$ cat config.mk
export PLATFORM = sky130hd
export DESIGN_NAME = afe_serial_writer
export DESIGN_NICKNAME = d
export VERILOG_FILES = /design/src/rtl/afe_serial_pkg.sv /design/src/rtl/afe_sclk_gen.sv /design/src/rtl/afe_serial_writer.sv
export SDC_FILE = /design/constraint.sdc
export NUM_CORES = 1
export LEC_CHECK = 0
export CAP_MARGIN = 10
export CORE_MARGIN = 2
export CORE_UTILIZATION = 58
export CTS_CLUSTER_SIZE = 40
export DETAILED_ROUTE_END_ITERATION = 8
export GPL_ROUTABILITY_DRIVEN = 0
export PLACE_DENSITY = 0.85
export SLEW_MARGIN = 20
export SYNTH_ARGS = -nofsm -noshare
export SYNTH_HDL_FRONTEND = slang
export SYNTH_HIERARCHICAL = 1
export SYNTH_SLANG_ARGS = --single-unit
$ cat constraint.sdc
create_clock -name clk -period 3.61 [get_ports clk]
set_input_delay 0.361 -clock clk [delete_from_list [all_inputs] [get_ports clk]]
set_output_delay 0.361 -clock clk [all_outputs]
set_load 0.005 [all_outputs]
$ cat src/rtl/afe_serial_pkg.sv
// afe_serial_pkg: shared types and widths for the AFE serial link.
// Command width matches the controller's command field.
package afe_serial_pkg;

    localparam int AFE_CMD_WIDTH = 20;
    localparam int AFE_RD_WIDTH  = 16;

    typedef enum logic [2:0] {
        S_IDLE,
        S_SETUP,
        S_SHIFT,
        S_HOLD,
        S_GAP
    } afe_state_e;

endpackage

$ cat src/rtl/afe_sclk_gen.sv
// afe_sclk_gen: half-period counter producing SCLK and its edge strobes.
// Strobes mark the clk edge on which SCLK is about to toggle.
module afe_sclk_gen #(
    parameter int CLK_DIV = 4
) (
    input  logic clk,
    input  logic reset,
    input  logic en,
    output logic afe_sclk,
    output logic rise,
    output logic fall,
    output logic bit_done
);

    localparam int HW = (CLK_DIV > 1) ? $clog2(CLK_DIV) : 1;
    localparam logic [HW-1:0] HC_LAST = HW'(CLK_DIV - 1);

    logic [HW-1:0] half_cnt;
    logic          phase_end;

    assign phase_end = en && (half_cnt == HC_LAST);
    assign rise      = phase_end && !afe_sclk;
    assign fall      = phase_end && afe_sclk;
    assign bit_done  = fall;

    always_ff @(posedge clk) begin
        if (reset || !en) begin
            half_cnt <= '0;
            afe_sclk <= 1'b0;
        end else if (phase_end) begin
            half_cnt <= '0;
            afe_sclk <= ~afe_sclk;
        end else begin
            half_cnt <= half_cnt + 1'b1;
        end
    end

endmodule

$ cat src/rtl/afe_serial_writer.sv
// afe_serial_writer: shifts one AFE command out MSB first per start pulse
// and returns the trailing read bits captured from afe_sdout.
module afe_serial_writer
    import afe_serial_pkg::*;
#(
    parameter int CMD_WIDTH = AFE_CMD_WIDTH,
    parameter int CLK_DIV   = 4,
    parameter int CS_SETUP  = 2,
    parameter int CS_HOLD   = 2,
    parameter int CS_IDLE   = 2,
    parameter int RD_WIDTH  = AFE_RD_WIDTH
) (
    input  logic                 clk,
    input  logic                 reset,
    input  logic                 start_transaction,
    input  logic [CMD_WIDTH-1:0] afe_command,
    output logic                 serial_ready,
    output logic                 afe_sclk,
    output logic                 afe_sdata,
    output logic                 afe_sen_n,
    input  logic                 afe_sdout,
    output logic [RD_WIDTH-1:0]  read_data,
    output logic                 read_valid
);

    localparam int BW    = $clog2(CMD_WIDTH + 1);
    localparam int T_A   = (CS_SETUP > CS_HOLD) ? CS_SETUP : CS_HOLD;
    localparam int T_MAX = (T_A > CS_IDLE) ? T_A : CS_IDLE;
    localparam int TW    = (T_MAX > 1) ? $clog2(T_MAX + 1) : 1;

    localparam logic [TW-1:0] SETUP_LAST = TW'(CS_SETUP - 1);
    localparam logic [TW-1:0] HOLD_LAST  = TW'(CS_HOLD - 1);
    localparam logic [TW-1:0] IDLE_LAST  = TW'(CS_IDLE - 1);
    localparam logic [BW-1:0] BIT_LAST   = BW'(CMD_WIDTH - 1);

    afe_state_e            state, state_d;
    logic [TW-1:0]         tcnt, tcnt_d;
    logic [BW-1:0]         bit_cnt, bit_cnt_d;
    logic [CMD_WIDTH-1:0]  shreg, shreg_d;
    logic [RD_WIDTH-1:0]   cap, cap_d, read_data_d;
    logic                  ready_d, sen_n_d, sdata_d, valid_d;
    logic                  sclk_en, sclk_rise, sclk_fall, bit_done;

    assign sclk_en = (state == S_SHIFT);

    afe_sclk_gen #(
        .CLK_DIV (CLK_DIV)
    ) u_sclk_gen (
        .clk      (clk),
        .reset    (reset),
        .en       (sclk_en),
        .afe_sclk (afe_sclk),
        .rise     (sclk_rise),
        .fall     (sclk_fall),
        .bit_done (bit_done)
    );

    always_comb begin
        state_d     = state;
        tcnt_d      = tcnt;
        bit_cnt_d   = bit_cnt;
        shreg_d     = shreg;
        cap_d       = cap;
        read_data_d = read_data;
        ready_d     = 1'b0;
        sen_n_d     = 1'b0;
        sdata_d     = afe_sdata;
        valid_d     = 1'b0;
        unique case (state)
            S_IDLE: begin
                ready_d = 1'b1;
                sen_n_d = 1'b1;
                sdata_d = 1'b0;
                if (start_transaction && serial_ready) begin
                    state_d   = S_SETUP;
                    shreg_d   = afe_command;
                    sdata_d   = afe_command[CMD_WIDTH-1];
                    cap_d     = '0;
                    tcnt_d    = '0;
                    bit_cnt_d = '0;
                    ready_d   = 1'b0;
                    sen_n_d   = 1'b0;
                end
            end
            S_SETUP: begin
                if (tcnt == SETUP_LAST) begin
                    state_d = S_SHIFT;
                    tcnt_d  = '0;
                end else begin
                    tcnt_d = tcnt + 1'b1;
                end
            end
            S_SHIFT: begin
                if (sclk_rise)
                    cap_d = {cap[RD_WIDTH-2:0], afe_sdout};
                if (bit_done) begin
                    if (bit_cnt == BIT_LAST)
                        state_d = S_HOLD;
                    else
                        bit_cnt_d = bit_cnt + 1'b1;
                end
                // The last bit stays on the wire through HOLD.
                if (sclk_fall && bit_cnt != BIT_LAST) begin
                    shreg_d = shreg << 1;
                    sdata_d = shreg[CMD_WIDTH-2];
                end
            end
            S_HOLD: begin
                if (tcnt == HOLD_LAST) begin
                    state_d     = S_GAP;
                    tcnt_d      = '0;
                    sen_n_d     = 1'b1;
                    sdata_d     = 1'b0;
                    read_data_d = cap;
                    valid_d     = 1'b1;
                end else begin
                    tcnt_d = tcnt + 1'b1;
                end
            end
            S_GAP: begin
                sen_n_d = 1'b1;
                sdata_d = 1'b0;
                if (tcnt == IDLE_LAST) begin
                    state_d = S_IDLE;
                    ready_d = 1'b1;
                end else begin
                    tcnt_d = tcnt + 1'b1;
                end
            end
            default: begin
                state_d = S_IDLE;
                sen_n_d = 1'b1;
                sdata_d = 1'b0;
            end
        endcase
    end

    always_ff @(posedge clk) begin
        if (reset) begin
            state        <= S_IDLE;
            tcnt         <= '0;
            bit_cnt      <= '0;
            shreg        <= '0;
            cap          <= '0;
            serial_ready <= 1'b0;
            afe_sen_n    <= 1'b1;
            afe_sdata    <= 1'b0;
            read_data    <= '0;
            read_valid   <= 1'b0;
        end else begin
            state        <= state_d;
            tcnt         <= tcnt_d;
            bit_cnt      <= bit_cnt_d;
            shreg        <= shreg_d;
            cap          <= cap_d;
            serial_ready <= ready_d;
            afe_sen_n    <= sen_n_d;
            afe_sdata    <= sdata_d;
            read_data    <= read_data_d;
            read_valid   <= valid_d;
        end
    end

endmodule

Word level (Yosys, flattened, before mapping):

Index checks and enable logic that the tools add are counted.

* register bits: 68
* latch bits: 0
* memory bits (writable): 0
* ROM bits: 0
* input bits: 24
* logic and storage cells: 87
* memories: 0

* add/sub/neg operators: 3
* $mul: 0
* div/mod/pow operators: 0
* $lt $le $gt $ge: 0
* equality and inequality tests: 18
* shifts and indexed selects: 0
* mux-type cells: 29
* bitwise logic cells: 3
* reduce and logical (&&, ||, !) cells: 22

Operators by type and width (number)
* $mux 19: 2
* $pmux 19 s2: 1
* $mux 16: 2
* $pmux 16 s2: 1
* $ne 2x2->1 const B: 10
* $mux 3: 6
* $mux 5: 3
* $pmux 3 s5: 1
* $reduce_and 3->1: 4
* $pmux 5 s2: 1
* $reduce_or 2->1: 4
* $eq 3x2->1 const B: 2
* $mux 2: 3
* $pmux 2 s3: 1
* $reduce_and 6->1: 1
* $add 5x1->5 const B: 1
* $eq 5x5->1 const B: 1
* $logic_and 1x1->1: 5
* $mux 1: 5
* $ne 5x5->1 const B: 1
* $add 2x1->2 const B: 2
* $pmux 1 s4: 1
* $reduce_and 4->1: 1
* $eq 3x1->1 const B: 1
* other kinds (12): 15

Logic depth before layout (Yosys ltp):

* depth in word-level cells: 6
* gate-level depth with buffers: 13
* depth with buffers taken out: 8

By module:

Netlist, hierarchy kept.

By module, submodules not included
* afe_serial_writer: instances 1, cells each 318, area each 2869.0 µm²
* afe_sclk_gen: instances 1, cells each 13, area each 125.1 µm²

Worst setup path before layout:

OpenSTA, ideal clock, no wires.

* path type: register to register
* from: register state[2]
* to: register shreg[10]
* setup time: 0.081 ns
* arrival time: 2.370 ns
* data required time: 3.529 ns
* path slack: 1.158 ns
* cell stages (with the launch flop): 14
* path buffers: 6
* period minus slack after synthesis: 2.452 ns
* cell sequence: dfxtp_1 > buf_6 > or2_1 > buf_2 > nor2_4 > buf_4 > and3_1 > buf_4 > nor4bb_1 > a22o_4 > buf_6 > buf_4 > nor2_1 > a211oi_2

* longest elaborated chain between the ends: 6
* elaborated cells between the ends (all ways): 10
* classes of those cells: eq/ne: 3; mux: 1; reduce/logical: 6

RTL lines
* from (decl): RTL line afe_serial_writer.sv:36 `afe_state_e state, state_d;`
* from (signal assigned): RTL line afe_serial_writer.sv:151 `state <= state_d;`
* $eq 3x2->1: RTL line afe_serial_writer.sv:44 `assign sclk_en = (state == S_SHIFT);`
* named net sclk_en: RTL line afe_serial_writer.sv:42 `logic sclk_en, sclk_rise, sclk_fall, bit_done;`
* $logic_and 1x1->1: RTL line afe_sclk_gen.sv:21 `assign phase_end = en && (half_cnt == HC_LAST);`
* $logic_and 1x1->1: RTL line afe_sclk_gen.sv:23 `assign fall = phase_end && afe_sclk;`
* named net bit_done: RTL line afe_serial_writer.sv:42
* $logic_and 1x1->1: RTL line afe_serial_writer.sv:103 `if (sclk_fall && bit_cnt != BIT_LAST) begin`
* $ne 2x2->1 (no line)
* $reduce_and 3->1 (no line)
* to (signal assigned): RTL line afe_serial_writer.sv:154 `shreg <= shreg_d;`
* to (decl): RTL line afe_serial_writer.sv:39 `logic [CMD_WIDTH-1:0] shreg, shreg_d;`

The timed path passes the listed nets, and every way through them passes these cells.
A chain may end at the register's enable or synchronous reset.

Worst setup path after layout:

* from: register state[0]
* to: register shreg[16]

* longest elaborated chain between the ends: 6
* elaborated cells between the ends (all ways): 10
* classes of those cells: eq/ne: 3; mux: 1; reduce/logical: 6

RTL lines (RTL line)
* $eq 3x2->1: afe_serial_writer.sv:44
* $logic_and 1x1->1: afe_sclk_gen.sv:21
* $logic_and 1x1->1: afe_sclk_gen.sv:23
* named net bit_done: afe_serial_writer.sv:42
* $logic_and 1x1->1: afe_serial_writer.sv:103
* $ne 2x2->1 (no line)
* $reduce_and 3->1 (no line)

The timed path passes the listed nets, and every way through them passes these cells.

==> flow_summary_export.csv <==
group,metric,value,unit
power,p_leak,0.00119,µW
timing,fin_ws,925,ps
worst_setup_path,start_kind,"register",
synthesis,synth_top_area_frac,0.455,
place,portBuffers,44,
timing,period_share,0.744,
grt,grt_max_degree,40,
synthesis,synthTopCellsByCount,"dfxtp_1, nand2_1, a21oi_1",
routing,final_antenna_net_count,0,
synthesis,synthTopCellsByArea,"dfxtp_1, a211oi_2, nand2_1",
worst_setup_path,crit_arrival,2950,ps
worst_setup_path,crit_required,3880,ps
worst_setup_path,criticalPathCategory,"reg2reg",
clock_network,cts_setup_buffers,0,
worst_hold_path,hold_class,"reg2reg",
grt,grt_pass1_wl,10.0,mm
synthesis,synth_edf_count,0,
die,floorplan.die_area,5750,µm²
timing,fmax,0.372,GHz
clock_network,clkLatencyLatePin,350,ps
worst_hold_path,whs_path_depth,1,
timing,relSlewSlack,0.556,
routing,drt_first_pass_iters,4,
place,preCtsSetupSlack,973,ps
synthesis,seq_area_frac_synth,0.455,
timing,tightest_slew,657,ps
clock_network,clock-sinks,68,
cells_and_area,syn2layout_area_growth,21.6,%
worst_setup_path,crit_fanout,37,
routing,dr_total_vias,2517,
cells_and_area,finish.net_count,390,
routing,wl_per_cell,14.5,µm
synthesis,synth_most_common_cell,"dfxtp_1",
grt,grt_pass1_vias,2328,
synthesis,syn_avg_cell_area,9.05,µm²
synthesis,ys_warn_count,6,
timing,grt_setup_unrepaired,"false",
timing,totalNegativeSetupSlack,0,ps
cells_and_area,drive_gt1_frac,0.109,
clock_network,ctsResizeCount,0,
synthesis,synth_nets,359,
routing,routed_wirelength,6.32,mm
synthesis,ys_ff_latch,68,
grt,antenna_found_initial,0,
clock_network,clockBufferDepth,2,
routing,drc,0,
clock_network,cts_tree,"yes",
die,floorplan.core_area,5040,µm²
clock_network,clockRootBuffer,"clkbuf_8",
die,ios,45,
die,fp.dieH,75.9,µm
clock_network,ctsHtreeMaxLevel,3,
power,power,1790,µW
cells_and_area,instances_no_fill,437,
clock_network,numCtsBuffers,9,
worst_setup_path,r2r_cells,7,
die,start_util,0.594,
routing,vias_per_cell,5.76,
clock_network,hold_buffers,0,
synthesis,async_flop_share,0,
clock_network,clk_pin_slew,70,ps
cells_and_area,antennaDiodeCount,0,
synthesis,ys.flop_type,"dfxtp_1",
grt,overflow,0,
timing,finClkSkew,7.33,ps
power,vdd_drop_max,0.340,mV
worst_setup_path,end_kind,"register",
timing,hold_violations,0,
status,status,"finished, final reports clean",
synthesis,syn-cell-area,2990,µm²
timing,finalSetupViolCount,0,
place,dp_hpwl,3.93,mm
die,rows,26,
timing,fin_crit,2690,ps
routing,drtIter0Drc,149,
grt,grt_use_total,0.229,
place,dpl.cell_count,421,
run,drv_cap,0,
power,power.density,490,nW/µm²
synthesis,syn_inst,331,
timing,hold_slack,428,ps
synthesis,synth_area_leader_cell,"dfxtp_1",
timing,slew_violations,0,
die,dieWidth,75.9,µm
synthesis,ys_types,48,
## stage by stage
stage | util | instance area, µm²
floorplan | - | 2990
global placement | 0.668 | 3370
detailed placement | 0.668 | 3370
CTS | 0.722 | 3640
global route | 0.722 | 3640
finish | 0.722 | 3640
## critical path, stage by stage, from the launching register on
cell      delay [ps]
dfxtp_1          440
or2_1            350
nor2_4           380
and3_1           340
nor4bb_1         310
a22o_4           450
nor2_1           110
a211oi_2         210
## cells by family (layout without fill, tap and decap cells)
kind of cell	count (synthesis)	after routing	share of synthesized area
adders and majority gates	4	4	0.0167
DFF	68	68	0.455
xor gates and xnor gates	2	2	0.00585
muxes	19	19	0.0635
buffers and inverters	32	68	0.0623
and+or+nand+nor	132	132	0.203
AOI/OAI and AO/OA	74	74	0.194
## path summary, 6_finish.rpt
check | start | end | slack [ps]
worst max-delay path | state[0] | shreg[16] | 920
worst min-delay path | u_sclk_gen/half_cnt[0] | u_sclk_gen/half_cnt[0] | 430
worst max register to register | state[0] | shreg[16] | 920
worst min register to register | u_sclk_gen/half_cnt[0] | u_sclk_gen/half_cnt[0] | 430
## state kept, by name (all words and copies together) (netlist names)
| signal | flops |
|---|---|
| u_sclk_gen/half_cnt | 2 |
| afe_sdata | 1 |
| shreg | 19 |
| tcnt | 2 |
| read_valid | 1 |
| serial_ready | 1 |
| afe_sen_n | 1 |
| read_data | 16 |
| cap | 16 |
| u_sclk_gen/afe_sclk | 1 |
| state | 3 |
| bit_cnt | 5 |
## cells in the final DEF (no fill, tap or decap), types with 2 or more instances in the layout
cell	n
a22oi_1	2
nor2_1	27
clkbuf_8	10
nor3_1	4
o32ai_1	3
ha_1	4
clkdlybuf4s50_1	43
xnor2_1	2
buf_4	2
a21oi_1	35
or3_1	2
a211oi_2	18
nand3_1	24
a211oi_1	2
o21ai_0	2
and3_1	2
nand2_1	57
inv_1	6
mux2i_1	19
nand2b_1	3
clkinvlp_4	2
dfxtp_1	68
bufinv_16	4
## where the power goes
group          switching, µW  leakage (µW)  internal [µW]  total (µW)
clock network            290      0.000129            547         837
logic                   87.1      0.000513           70.8         158
registers               16.3      0.000551            774         791
total                    393       0.00119           1390        1790
## area by class of cell
cell class	count	area, µm²
clock buffer	10	138
sequential	68	1360
fill	363	1400
clock inverter	6	135
timing repair buffer	46	450
inverter	6	22.5
tap	70	87.6
multi-input combinational	231	1450
## metal layers
layer,part of all wire,track usage,up-vias,routed length [µm]
met5,0,0,-,0
met3,0.051,0.0450,16,320
met1,0.44,0.265,1196,2760
li1,-,-,1219,-
met4,0.025,0.123,0,155
met2,0.49,0.395,86,3080
Power figures use the tool's default switching activity.
==> variant 1, RTL diff (same settings) <==
Reset style: asynchronous (`reset`), changed in one clocked block.
--- a/src/rtl/afe_serial_writer.sv
+++ b/src/rtl/afe_serial_writer.sv
@@ -137,3 +137,3 @@
 
-    always_ff @(posedge clk) begin
+    always_ff @(posedge clk or posedge reset) begin
         if (reset) begin
Behaviour: differs if reset is asserted again (counterexample within 4 cycles, from zero or initial values and one cycle with reset high); with reset held inactive, the same outputs for 10 cycles.
==> variant 1 against the original RTL <==
Sequential cell count stayed put. Highest routed layer unchanged. Non-clock buffer count rose by 6. Synthesized area increased by 11%. Critical path depth is 1 higher. Cell area is 9.3% higher. Largest cell class is now flip-flops and latches. Routed wire length is 13% higher. Setup slack worse by 0.38 ns.
Power is not compared: it rests on default switching activity, and its combinational part moved more than twofold at a synthesized area within 25%.
==> variant 1: results (changes against the original RTL) <==
| Metric | Value |
|---|---|
| Status | finished, final reports clean (unchanged) |
| Setup Skew | 0.00395 ns (was 0.00733 ns) |
| DP Wirelength | 4720 µm (was 3930 µm) |
| First-pass GRT wire length | 12200 µm (was 10000 µm) |
| Worst reg2reg path depth | 8 (was 7) |
| List of most frequent post-synthesis cells | dfrtp_1, inv_1, nand4_1 (was dfxtp_1, nand2_1, a21oi_1) |
| Nets@finish | 375 (was 390) |
| Sequential fraction of the synthesis area | 0.507 (was 0.455) |
| Largest stage delay, worst path | 0.55 ns (was 0.45 ns) |
| Top FF cell, synth | dfrtp_1 (was dfxtp_1) |
| Initial antenna violation count | 0 (unchanged) |
| Slew @ Worst Pin | 0.839 ns (was 0.657 ns) |
| Layout cells sized above 1 | 0.182 (was 0.109) |
| Mapped Nets | 339 (was 359) |
| Setup slack, reg-to-reg | 0.55 ns (was 0.92 ns) |
| DR iter-0 viols | 253 (was 149) |
| CP arrival | 3.29 ns (was 2.95 ns) |
| Tot GR Track Use | 0.250 (was 0.229) |
| Vias in the first global route | 2496 (was 2328) |
| Ant. Diodes | 0 (unchanged) |
| Largest net degree at the start of global routing | 33 (was 40) |
| Fin Hold WS | 0.346 ns (was 0.428 ns) |
| DR vias/cell | 6.05 (was 5.76) |
| Hold Crit Class | in2async (was reg2reg) |
| Crit-path max FO | 24 (was 37) |
| Slowest cell on crit path | dfrtp_1 (was a22o_4) |
| Post-synth cell types | 55 (was 48) |
| CTS resizes | 0 (unchanged) |
| DR WL/cell | 16.9 µm (was 14.5 µm) |
| Synth area leaders | dfrtp_1, mux2_2, nand4_1 (was dfxtp_1, a211oi_2, nand2_1) |
| Asr flop ratio synth | 0.956 (was 0) |
-- variant 1: cell types whose count changed after synthesis, sizes merged, moves of 17 or more --
| cell | before | now |
|---|---|---|
| a21oi | 35 | 5 |
| a211oi | 20 | 0 |
| nand4 | 1 | 29 |
| mux2i | 19 | 2 |
| nand2 | 57 | 11 |
| o311ai | 1 | 19 |
| mux2 | 0 | 24 |
| dfrtp | 0 | 64 |
| dfxtp | 68 | 3 |
| inv | 6 | 38 |
-- variant 1: report_power, final --
group          internal [mW]  switching, mW  leakage (nW)
Sequential              1.07          0.218         0.874
Combinational          0.544          0.524         0.767
Clock                  0.352          0.274         0.109
-- variant 1: worst paths after layout --
| kind | to | startpoint |
|---|---|---|
| max | cap[12]$_DFFE_PP0P_ | state[2]$_DFFE_PP0P_ |
| min | shreg[11]$_DFFE_PP0P_ | reset |
| max reg2reg | cap[12]$_DFFE_PP0P_ | state[2]$_DFFE_PP0P_ |
| min reg2reg | u_sclk_gen/half_cnt[0]$_SDFF_PP0_ | u_sclk_gen/half_cnt[0]$_SDFF_PP0_ |
| max in group asynchronous | cap[12]$_DFFE_PP0P_ | reset |
| min in group clk | u_sclk_gen/half_cnt[0]$_SDFF_PP0_ | u_sclk_gen/half_cnt[0]$_SDFF_PP0_ |
-- variant 1: through the flow --
step	util	instance area (µm²)	total power [mW]	cells	setup slack, ns
after floorplan	-	3330	1.98	311	1.15
after global placement	0.686	3780	2.30	408	0.808
after detailed placement	0.686	3780	2.36	408	0.652
after CTS	0.723	3980	2.99	424	0.639
after global routing	0.723	3980	3.19	424	0.367
final	0.723	3980	2.98	424	0.545
-- variant 1: area by class of cell --
class | count | area (µm²)
flip-flops and latches | 68 | 1690
fillers | 386 | 1530
multi-input cells | 178 | 1360
repair buffers | 52 | 500
clock buffers | 11 | 151
inverters | 38 | 143
well taps | 72 | 90.1
clock inverters | 5 | 50.0
-- variant 1: layer usage --
layer  routed length, µm  track usage
met1                3200        0.358
met2                3460        0.376
met3                 425       0.0667
met4                  72       0.0729
met5                   0            0
-- variant 1: cell families after synthesis --
kind of cell / synth area share
compound gates: 0.141
fa+ha+maj: 0.0150
mux: 0.0873
flops: 0.507
xor+xnor: 0.00527
simple gates: 0.159
buf+inv: 0.0850
==> variant 2, RTL diff (same settings) <==
Without the edit above. Change the parameter `CS_HOLD` from 2 to 4.
--- a/src/rtl/afe_serial_writer.sv
+++ b/src/rtl/afe_serial_writer.sv
@@ -8,3 +8,3 @@
     parameter int CS_SETUP  = 2,
-    parameter int CS_HOLD   = 2,
+    parameter int CS_HOLD   = 4,
     parameter int CS_IDLE   = 2,
Check against the original RTL: no difference found for any inputs over 10 cycles, from zero or initial values and one cycle with reset high; that may be too few to reach the edited logic, so the function may still have changed.
==> variant 2 against the original RTL <==
Routed wire length down 6.0%. Synthesized area up 0.21%. Sequential cell count up 1. Utilization down 1.7 points. First-iteration DRC count up 23%. Sequential share of layout area up 1.5 points. Largest cell class unchanged. Setup slack better by 0.097 ns. Via count up 0.20%. Cell area down 2.3%. Critical path depth up 1. Highest routed layer unchanged. Power down 18%. Maximum frequency up 3.8%.
==> variant 2: results (changes against the original RTL) <==
| Metric | Value |
|---|---|
| Crit-path max FO | 36 (was 37) |
| Setup Skew | 0.00957 ns (was 0.00733 ns) |
| Largest net degree at the start of global routing | 53 (was 40) |
| Met3 usage | 0.0405 (was 0.0450) |
| Peak supply drop | 0.289 mV (was 0.340 mV) |
| Met2 Use GR | 0.366 (was 0.395) |
| Post-Route WL | 5940 µm (was 6320 µm) |
| Routing usage on met1 | 0.274 (was 0.265) |
| Placed Area | 3400 µm² (was 3370 µm²) |
| DP Wirelength | 3960 µm (was 3930 µm) |
| Status | finished, final reports clean (unchanged) |
| FILL cells | 419 (was 363) |
| Sequential fraction of the synthesis area | 0.460 (was 0.455) |
| Worst reg2reg path depth | 8 (was 7) |
| Routed wl met2 | 2850 µm (was 3080 µm) |
| DR iter-0 viols | 183 (was 149) |
| Tot GR Track Use | 0.221 (was 0.229) |
| Post-synth cell types | 41 (was 48) |
| Leakage | 1.15 nW (was 1.19 nW) |
| WL met3 | 234 µm (was 320 µm) |
| Vias in the first global route | 2346 (was 2328) |
| Mapped Nets | 373 (was 359) |
| Wire length on met1 | 2720 µm (was 2760 µm) |
| List of most frequent post-synthesis cells | dfxtp_1, nand2_1, a21oi_1 (unchanged) |
| DR vias/cell | 5.60 (was 5.76) |
| Nets@finish | 405 (was 390) |
| First-pass GRT wire length | 10500 µm (was 10000 µm) |
| PD cells | 414 nW/µm² (was 490 nW/µm²) |
| Combinational power share | 0.103 (was 0.088) |
| Synth area leaders | dfxtp_1, nand2_1, mux2i_1 (was dfxtp_1, a211oi_2, nand2_1) |
## variant 2: through the flow
stage	setup slack, ns	std cells	util
4_1_cts	1.01	450	0.705
3_3_place_gp	1.24	434	0.675
6_report	1.02	450	0.705
3_5_place_dp	1.10	434	0.675
5_1_grt	0.828	450	0.705
2_1_floorplan	1.35	343	-
## variant 2: cell families (layout without fill, tap and decap cells)
kind of cell,count (synthesis),in the layout,share of synthesized area
AND/OR/NAND/NOR,130,130,0.202
AO/OA/AOI/OAI,82,82,0.181
flip-flops,69,69,0.460
buffers and inverters,35,72,0.0621
multiplexers,20,20,0.0667
adder cells (fa/ha/maj),6,6,0.0250
XOR/XNOR,1,1,0.00292
## variant 2: path summary, 6_finish.rpt
| path | from | slack [ns] | to |
|---|---|---|---|
| max | state[2]$_SDFFE_PP0P_ | 1.02 | shreg[18]$_SDFFE_PP0P_ |
| min | u_sclk_gen/half_cnt[0]$_SDFF_PP0_ | 0.43 | u_sclk_gen/half_cnt[0]$_SDFF_PP0_ |
| max reg2reg | state[2]$_SDFFE_PP0P_ | 1.02 | shreg[18]$_SDFFE_PP0P_ |
| min reg2reg | u_sclk_gen/half_cnt[0]$_SDFF_PP0_ | 0.43 | u_sclk_gen/half_cnt[0]$_SDFF_PP0_ |
## variant 2: cell type report
cell class,count,area share
clock buffers,14,0.0401
clock inverters,2,0.00281
inverters,7,0.00739
multi-input cells,239,0.403
flip-flops and latches,69,0.389
well taps,70,0.0246
repair buffers,49,0.133
## variant 2: worst max-delay path, stage by stage (launching register included)
cell and delay (ns):
dfxtp_1 0.42, or3b_4 0.49, inv_1 0.18, and3_1 0.33, and4bb_2 0.27, a22o_1 0.13, buf_4 0.32, nor2_1 0.08
a211oi_1 0.26
